<file path="src/rtl/serv_lsu_wb.sv">
// serv_lsu_wb - load/store unit between the core datapath and a Wishbone
// data bus. One request is in flight at a time. Store data is shifted onto
// the byte lanes. Load data is shifted back, then sign- or zero-extended.
// Every bus beat is bounded by a wait-cycle timeout.
//
// Optional feature macro: SERV_LSU_SPLIT_EN
//   undefined : a misaligned access traps with o_rsp_misalign and no bus cycle.
//   defined   : an access that crosses a bus word runs as two beats and the
//               load bytes of both beats are merged.
//
// Ports
//   i_clk, i_rst_n      clock, asynchronous active-low reset
//   i_req_*/o_req_ready request handshake (addr, we, size, signed, wdata)
//   o_rsp_*             one-cycle response (rdata, err, misalign)
//   o_wb_*/i_wb_*       Wishbone master (adr, dat, sel, we, cyc, rdt, ack)
module serv_lsu_wb #(
  parameter int DW         = 32,
  parameter int TMO_CYCLES = 255
) (
  input  logic            i_clk,
  input  logic            i_rst_n,
  input  logic            i_req_valid,
  output logic            o_req_ready,
  input  logic [31:0]     i_req_addr,
  input  logic            i_req_we,
  input  logic [1:0]      i_req_size,
  input  logic            i_req_signed,
  input  logic [DW-1:0]   i_req_wdata,
  output logic            o_rsp_valid,
  output logic [DW-1:0]   o_rsp_rdata,
  output logic            o_rsp_err,
  output logic            o_rsp_misalign,
  output logic [31:0]     o_wb_adr,
  output logic [DW-1:0]   o_wb_dat,
  output logic [DW/8-1:0] o_wb_sel,
  output logic            o_wb_we,
  output logic            o_wb_cyc,
  input  logic [DW-1:0]   i_wb_rdt,
  input  logic            i_wb_ack
);
  localparam int NB = DW / 8;
  localparam int OB = $clog2(NB);
  localparam int CW = (TMO_CYCLES > 1) ? $clog2(TMO_CYCLES) : 1;
  localparam logic [CW-1:0] CNT_LIM = CW'((TMO_CYCLES > 0) ? TMO_CYCLES - 1 : 0);
  localparam logic [NB-1:0] ONE     = NB'(1);

  typedef enum logic [1:0] {IDLE, BEAT0, BEAT1, RESP} state_t;
  state_t state, state_nxt;

  logic [31:0]   addr_q;
  logic          we_q, sgn_q, err_q;
  logic [1:0]    size_q;
  logic [DW-1:0] wdata_q, rd0_q, rd1_q;
  logic [CW-1:0] cnt_q;

  logic [OB-1:0] off, noff;
  logic [3:0]    off4, nbytes;
  logic          illegal, misal, trap, split, tmo, beat, accept;
  logic [31:0]   base_adr;
  logic [NB-1:0] lanes, sel0, sel1;
  logic [DW-1:0] dat0, dat1, lo, ext;
  logic          sbit;

  assign off      = addr_q[OB-1:0];
  assign noff     = '0 - off;      // NB-off for any nonzero offset
  assign off4     = 4'(off);
  assign nbytes   = 4'd1 << size_q;
  assign illegal  = (DW == 32) && (size_q == 2'b11);
  assign misal    = |(off4 & (nbytes - 4'd1));

`ifdef SERV_LSU_SPLIT_EN
  assign trap  = illegal;
  assign split = ~illegal && (({1'b0, off4} + {1'b0, nbytes}) > 5'(NB));
`else
  assign trap  = illegal | misal;
  assign split = 1'b0;
`endif

  assign beat     = (state == BEAT0) || (state == BEAT1);
  assign accept   = i_req_valid && (state == IDLE);
  // The counter holds k-1 in the k-th cycle of a beat. The limit therefore
  // lands on the TMO_CYCLES-th cycle. An ack in that same cycle still wins.
  assign tmo      = (TMO_CYCLES != 0) && (cnt_q == CNT_LIM) && !i_wb_ack;
  assign base_adr = {addr_q[31:OB], {OB{1'b0}}};

  // (1<<n)-1 taken modulo 2^NB gives all ones when n == NB.
  assign lanes = (ONE << nbytes) - ONE;
  assign sel0  = lanes << off;
  assign sel1  = (ONE << (off4 + nbytes - 4'(NB))) - ONE;
  assign dat0  = wdata_q << {off, 3'b000};
  assign dat1  = wdata_q >> {noff, 3'b000};

  // Bytes of the second beat sit above the first beat. Shifting the pair
  // right by the offset LSB-justifies the loaded value.
  assign lo = DW'({rd1_q, rd0_q} >> {off, 3'b000});

  always_comb begin
    ext  = '0;
    sbit = 1'b0;
    for (int i = 0; i < NB; i++)
      if (i < int'(nbytes)) begin
        ext[8*i +: 8] = lo[8*i +: 8];
        sbit          = lo[8*i + 7];
      end
    for (int i = 0; i < NB; i++)
      if (i >= int'(nbytes)) ext[8*i +: 8] = {8{sgn_q & sbit}};
  end

  always_ff @(posedge i_clk or negedge i_rst_n) begin
    if (!i_rst_n) state <= IDLE;
    else          state <= state_nxt;
  end

  // A trapped request still spends its BEAT0 slot, with cyc held low. Its
  // response then arrives at the same point as the fastest bus access.
  always_comb begin
    state_nxt      = state;
    o_req_ready    = 1'b0;
    o_rsp_valid    = 1'b0;
    o_rsp_err      = 1'b0;
    o_rsp_misalign = 1'b0;
    o_rsp_rdata    = '0;
    o_wb_cyc       = 1'b0;
    o_wb_adr       = '0;
    o_wb_sel       = '0;
    o_wb_dat       = '0;
    o_wb_we        = 1'b0;
    case (state)
      IDLE: begin
        o_req_ready = 1'b1;
        if (i_req_valid) state_nxt = BEAT0;
      end
      BEAT0: begin
        if (trap) state_nxt = RESP;
        else begin
          o_wb_cyc = 1'b1;
          o_wb_adr = base_adr;
          o_wb_sel = sel0;
          o_wb_dat = dat0;
          o_wb_we  = we_q;
          if (i_wb_ack) state_nxt = split ? BEAT1 : RESP;
          else if (tmo) state_nxt = RESP;
        end
      end
      BEAT1: begin
        o_wb_cyc = 1'b1;
        o_wb_adr = base_adr + 32'(NB);
        o_wb_sel = sel1;
        o_wb_dat = dat1;
        o_wb_we  = we_q;
        if (i_wb_ack || tmo) state_nxt = RESP;
      end
      RESP: begin
        o_rsp_valid    = 1'b1;
        o_rsp_err      = err_q | illegal;
        o_rsp_misalign = trap & ~illegal;
        if (!we_q && !err_q && !trap) o_rsp_rdata = ext;
        state_nxt = IDLE;
      end
      default: state_nxt = IDLE;
    endcase
  end

  always_ff @(posedge i_clk or negedge i_rst_n) begin
    if (!i_rst_n) begin
      addr_q  <= '0;
      we_q    <= 1'b0;
      size_q  <= '0;
      sgn_q   <= 1'b0;
      wdata_q <= '0;
      err_q   <= 1'b0;
      rd0_q   <= '0;
      rd1_q   <= '0;
      cnt_q   <= '0;
    end else begin
      if (beat) cnt_q <= cnt_q + CW'(1);
      if (accept || (state == BEAT0 && state_nxt == BEAT1)) cnt_q <= '0;
      if (accept) begin
        addr_q  <= i_req_addr;
        we_q    <= i_req_we;
        size_q  <= i_req_size;
        sgn_q   <= i_req_signed;
        wdata_q <= i_req_wdata;
        err_q   <= 1'b0;
        rd0_q   <= '0;
        rd1_q   <= '0;
      end
      if (state == BEAT0 && !trap && i_wb_ack) rd0_q <= i_wb_rdt;
      if (state == BEAT1 && i_wb_ack)          rd1_q <= i_wb_rdt;
      if (beat && !trap && tmo)                err_q <= 1'b1;
    end
  end
endmodule

</file>
<file path="config.mk">
export PLATFORM = sky130hd
export DESIGN_NAME = serv_lsu_wb
export DESIGN_NICKNAME = d
export VERILOG_FILES = /design/src/rtl/serv_lsu_wb.sv
export SDC_FILE = /design/constraint.sdc
export NUM_CORES = 1
export LEC_CHECK = 0
export CAP_MARGIN = 20
export CORE_ASPECT_RATIO = 1.1
export CORE_UTILIZATION = 45
export CTS_CLUSTER_SIZE = 16
export DETAILED_ROUTE_END_ITERATION = 12
export GPL_ROUTABILITY_DRIVEN = 0
export PLACE_DENSITY_LB_ADDON = 0.15
export SLEW_MARGIN = 25
export SYNTH_ARGS = -nofsm -noshare
export SYNTH_HDL_FRONTEND = slang
export SYNTH_SLANG_ARGS = --single-unit
</file>
<file path="constraint.sdc">
create_clock -name i_clk -period 3.1 [get_ports i_clk]
set_input_delay 0.31 -clock i_clk [delete_from_list [all_inputs] [get_ports i_clk]]
set_output_delay 0.31 -clock i_clk [all_outputs]
set_load 0.01 [all_outputs]
</file>
# Word level (Yosys, flattened, before mapping)
# Index checks and enable logic that the tools add are counted.
[word_totals]
ff_bits = 143
latch_bits = 0
ram_bits = 0
romBits = 0
inputBits = 104
out_inout_bits = 106
elab_cells = 109
n_memories = 0
[classes]
n_addsub = 8
n_mul = 0
n_div = 0
magnitude_cmp = 8
n_eq_ne = 6
shift = 7
n_mux = 41
n_bitwise = 6
reduce_logical = 23
[ops]
columns = ["cell", "count"]
rows = [
  ["2-to-1 mux 32 bit", 7],
  ["one-hot mux 32 bit (2 select lines)", 2],
  ["2-to-1 mux 8 bit", 10],
  [">> shifter 64 x 5 -> 32 bit", 1],
  ["adder 32 x 3 -> 32 bit (second input constant)", 1],
  ["left shift 32 x 5 -> 32 bit", 1],
  [">> shifter 32 x 5 -> 32 bit", 1],
  ["2-to-1 mux 1 bit", 12],
  ["subtractor 4 x 1 -> 4 bit (second input constant)", 3],
  ["logical AND 1 bit", 10],
  ["2-to-1 mux 2 bit", 5],
  ["adder 8 x 1 -> 8 bit (second input constant)", 1],
  ["equality test 2 bit (second input constant)", 4],
  ["equality test 8 bit (second input constant)", 1],
  ["greater-or-equal comparator 1 x 4 -> 1 bit (first input constant)", 2],
  ["greater-or-equal comparator 2 x 4 -> 1 bit (first input constant)", 2],
  ["less-than comparator 1 x 4 -> 1 bit (first input constant)", 2],
  ["less-than comparator 2 x 4 -> 1 bit (first input constant)", 2],
  ["one-hot mux 2 bit (4 select lines)", 1],
  ["one-hot mux 4 bit (2 select lines)", 1],
  ["nonzero test 2 bit", 4],
  ["left shift 1 x 4 -> 4 bit (first input constant)", 2],
  ["adder 2 x 4 -> 4 bit", 1],
  ["AND 2 x 4 -> 4 bit", 1],
  ["other kinds (14)", 22],
]

# Logic depth before layout (Yosys ltp)
[depth]
word_depth = 11
ltp_mapped = 12
mapped_depth_nobuf = 11

# Worst setup path before layout
# No wires, ideal clock.
[synth_path]
path_kind = "flip-flop to output port"
start = "register addr_q[0]"
end = "output port o_wb_dat[24]"
t_arrival_ns = 2.534
required_time_ns = 2.790
setup_slack_ns = 0.256
stages_incl_launch_ff = 12
n_path_buf = 5
path_cell_list = "dfrtp_1 buf_2 buf_4 inv_1 clkbuf_1 ha_1 buf_2 nand2b_1 clkbuf_1 nor2_1 a21oi_1 a211oi_1"
[synth_via]
elab_chain_cells = 5
elab_cells_between_ends = 8
cone_classes = "add/sub: 1; shift: 2; mux: 2; bitwise: 2; reduce/logical: 1"
[synth_lines]
columns = ["element", "line", "source"]
rows = [
  ["start: declaration", "50", "logic [31:0] addr_q;"],
  ["start signal: assignment", "179", "addr_q <= i_req_addr;"],
  ["branches (longest 4 deep; another with subtractor 1 x 2 -> 2 bit)", "-", ""],
  ["one-hot mux 32 bit (2 select lines) *", "128", "case (state)"],
  ["end: declaration", "34", "output logic [DW-1:0] o_wb_dat,"],
]
# Mark *: on every way between the ends.

# Final worst setup path
[layout_path]
start = "register size_q[1]"
end = "output port o_wb_dat[31]"
[layout_via]
elab_chain_cells = 7
elab_cells_between_ends = 8
cone_classes = "add/sub: 1; eq/ne: 1; shift: 1; mux: 2; bitwise: 2; reduce/logical: 1"
[layout_lines]
columns = ["element", "line", "source"]
rows = [
  ["start: declaration", "52", "logic [1:0] size_q;"],
  ["start signal: assignment", "181", "size_q <= i_req_size;"],
  ["left shift 1 x 2 -> 4 bit", "67", "assign nbytes = 4'd1 << size_q;"],
  ["subtractor 4 x 1 -> 4 bit", "69", "assign misal = |(off4 & (nbytes - 4'd1));"],
  ["AND 2 x 4 -> 4 bit", "69", ""],
  ["OR reduction 4 bit", "69", ""],
  ["bitwise OR 1 bit *", "75", "assign trap = illegal | misal;"],
  ["2-to-1 mux 32 bit *", "134", "if (trap) state_nxt = RESP;"],
  ["one-hot mux 32 bit (2 select lines) *", "128", ""],
]
# Every way passes the cells marked *; elsewhere a longest branch is shown, timed or not.

==> flow_metrics.env <==
export IMPL_number_of_buffers_created_by_cts=17
export IMPL_yosysWarnings=0
export IMPL_run_status="finished, final reports clean"
export IMPL_whs_path_depth=3
export IMPL_synth_async_sr_flop_share_pct=100
export IMPL_finalClockSkew_ns=0.00640
export IMPL_synthesis_area_um2=8940
export IMPL_placed_cell_area_um2=11400
export IMPL_average_routed_wire_per_standard_cell_um=19.5
export IMPL_rsz_0062_raised_after_global_routing="yes"
export IMPL_cts_htree_levels=4
export IMPL_seq_power_share_pct=27.0
export IMPL_grt_first_pass_wirelength_mm=42.2
export IMPL_critical_path_required_ns=2.79
export IMPL_timing_hold_violations_final=0
export IMPL_synthDominantAreaCellType="dfrtp_1"
export IMPL_met3RoutedLength_mm=1.61
export IMPL_synth_enable_flop_cells=0
export IMPL_final_setup_tns_ns=0
export IMPL_slowest_delay_ns=0.41
export IMPL_timing_max_slew_rel_slack_pct=46.8
export IMPL_remaining_drc_errors=0
export IMPL_core_region_area_um2=19300
export IMPL_synth_cell_type_count=64
export IMPL_path_class="register to primary output"
export IMPL_worst_hold_startpoint="i_wb_rdt[27]"
export IMPL_cellPowerDensity_nw_per_um2=1100
export IMPL_fmax_mhz=330
export IMPL_rows=53
export IMPL_postRouteWirelength_mm=27.3
export IMPL_cap_viol_max_count=0
export IMPL_groute_usage_overall_pct=26.8
export IMPL_fin_util_pct=63.8
export IMPL_first_iter_violations=550
export IMPL_endpoint_kind="primary output"
export IMPL_first_pass_iters=5
export IMPL_dieWidth_um=136
export IMPL_power_frac_comb_pct=57.5
export IMPL_cp_top_family="simple AND/OR/NAND/NOR gates"
export IMPL_total_power_mw=13.6
export IMPL_ctsLongestPathBuffers=2
export IMPL_met2_wirelength_mm=13.1
export IMPL_finalCritPeriodShare_pct=97.9
export IMPL_timing_hold_ws_ns=0.411
export IMPL_rr_endpoint="rd0_q[25]"
export IMPL_tightestPinTransition_ns=0.798
export IMPL_floorplan_initialDensity_pct=46.3
export IMPL_final_period_minus_worst_setup_slack_ns=3.03
export IMPL_area_growth_synth_to_finish_pct=37.7
export IMPL_postLayoutCellArea_um2=12300
export IMPL_tritoncts="built"
export IMPL_r2r_setup_slack_ns=0.78
export IMPL_dr_total_vias=8234
export IMPL_cellLeakagePower_nw=5.55
export IMPL_clk_transition_reported_paths_ns=0.07
export IMPL_setup_slack_ns=0.0658
export IMPL_number_of_global_route_vias_before_repair=7850
export IMPL_internal_power_mw=7.73
export IMPL_critical_path_cell_list="or2_4 > ha_4 > nand2b_4 > or3_4 > a211oi_4 > buf_4 > buf_6 > a22o_1 > clkdlybuf4s15_2"
export IMPL_synth_seq_cells=135
export IMPL_post_synth_cell_area_avg_um2=9.62
export IMPL_port_buffers=207
export IMPL_clock_root_buffer="clkbuf_16"
export IMPL_swShare_pct=42.9
export IMPL_startpoint_type="register"
export IMPL_largest_net_degree_at_the_start_of_global_routing=83
export IMPL_post_route_cells_drive_above_1_share_pct=22.0
export IMPL_peakVddDrop_mv=0.546
export IMPL_worst_ep_arrival_time_ns=2.72
export IMPL_route_detailed_vias_per_inst=5.88
export IMPL_boundaryPins=210
export IMPL_finalSetupViolCount=0
export IMPL_r2r_worst_path_cells=11
export IMPL_highest_layer="met4"
export IMPL_yosysTopAreaCellShare_pct=37.8
export IMPL_postRouteAntennaNets=0
export IMPL_grt_overflow_total=0
export IMPL_clock_sink_count=135
export IMPL_clkLatencyLatePin_ns=0.42
export IMPL_timing_critical_path_buf_inv=3
export IMPL_routedLengthMet1_mm=11.9
export IMPL_design_final_nets=1256
export IMPL_fp_dieArea_um2=20400
export IMPL_cp_num_cells=9
export IMPL_switching_power_mw=5.82
export IMPL_hp_class="input port to register"
export IMPL_synth_seq_area_share_pct=37.8
export IMPL_worst_hold_path_endpoint="rd0_q[27]"
export IMPL_finalNonFillerCells=1401
export IMPL_clkPwrFrac_pct=15.5
export IMPL_postSynth_topFlopCell="dfrtp_1"
export IMPL_synth_area_leaders="dfrtp_1, mux2_2, mux4_2"
export IMPL_cp_max_fo=5
export IMPL_detailedPlace_worstSlack_ns=-0.0197
export IMPL_dp_final_hpwl_mm=18.3
export IMPL_critical_path_slowest_cell="or3_4"
export IMPL_grt_antenna_before_repair=1
export IMPL_post_synthesis_cells=929
export IMPL_worst_r2r_src="size_q[1]"
export IMPL_die_h_um=150
export IMPL_place_inst=1348
export IMPL_report_final_slew_viol_count=0
==> worst min-delay path, cell delays in order <==
cell	delay [ns]
clkdlybuf4s50_1	0.39
nand2_1	0.05
nand2_1	0.04
==> registers in the layout (all words and copies together), names as in the netlist <==
register / count
addr_q: 32
state: 2
we_q: 1
rd0_q: 32
rd1_q: 24
sgn_q: 1
cnt_q: 8
size_q: 2
err_q: 1
wdata_q: 32
==> synthesized netlist by cell type, types with 3 or more instances <==
cell type,instances
a211oi_1,7
a21oi_1,44
a22o_1,30
a22oi_1,13
a2bb2oi_1,5
a31oi_1,9
a32oi_1,4
and2_1,12
and3_1,7
buf_2,33
buf_4,9
clkbuf_1,35
dfrtp_1,135
ha_1,12
inv_1,11
mux2_2,74
mux2i_1,40
mux4_2,30
nand2_1,129
nand2b_1,3
nand3_1,46
nand3_4,4
nand4_1,19
nand4b_1,3
nor2_1,74
nor2_4,3
nor2b_1,13
nor3_1,6
o211ai_1,4
o21ai_0,50
o22ai_1,8
o31ai_1,3
or2_2,3
or3_1,4
or4_1,3
xnor2_1,4
xor2_1,10
==> routing by layer <==
metal,GRT usage [%],vias up
met1,37.0,4055
met5,0,-
li1,-,3810
met3,4.00,42
met4,10.4,0
met2,42.3,327
==> cells by family after synthesis <==
family / after synthesis / synth area share (%)
adder cells (fa/ha/maj): 12 / 1.68
AND/OR/NAND/NOR: 347 / 19.5
other: 1 / 0.0420
XOR/XNOR: 14 / 1.37
AO/OA/AOI/OAI: 186 / 13.5
multiplexers: 144 / 21.4
flip-flops: 135 / 37.8
buffers and inverters: 90 / 4.70
==> cell usage in the layout (no fill, tap or decap), types with 33 or more instances in the layout <==
cell type,count
o21ai_0,50
mux2_2,74
nor2_1,71
nand2_1,128
dlygate4sd2_1,33
a21oi_1,43
buf_4,48
mux2i_1,38
nand3_1,46
clkdlybuf4s50_1,151
dfrtp_1,132
==> worst max path at each step <==
stage	startpoint	slack, ns	endpoint
detailed placement	size_q[1]	-0.02	o_wb_sel[1]
floorplan	addr_q[0]	0.26	o_wb_dat[24]
global placement	size_q[1]	0.08	o_wb_sel[1]
CTS	size_q[1]	-0.05	o_wb_dat[13]
global route	addr_q[0]	-0.01	o_rsp_rdata[29]
finish	size_q[1]	0.07	o_wb_dat[31]
==> power by group through the flow <==
stage | clock network [mW] | logic [mW] | registers (mW)
2_1_floorplan | 0 | 5.06 | 3.26
3_3_place_gp | 0 | 7.27 | 3.58
3_5_place_dp | 0 | 7.39 | 3.61
4_1_cts | 2.15 | 7.44 | 3.59
5_1_grt | 2.22 | 8.45 | 3.78
6_report | 2.10 | 7.79 | 3.66
==> final cells by class <==
cell class	instances	area, um^2
Fill cell	1645	6990
Multi-Input combinational cell	705	5300
Sequential cell	135	3380
Timing Repair Buffer	269	2660
Clock buffer	17	425
Tap cell	247	309
Clock inverter	15	181
Inverter	12	45.0
Antenna cell	1	2.50
==> what timing repair did <==
item,in CTS,in global routing
setup endpoints to repair,96,45
buffers inserted,11,6
hold buffers,1,0
gates cloned,0,2
pin swaps,9,5
hold endpoints to repair,78,0
resized for setup,72,44
No activity file was read; power rests on OpenSTA's default activity.
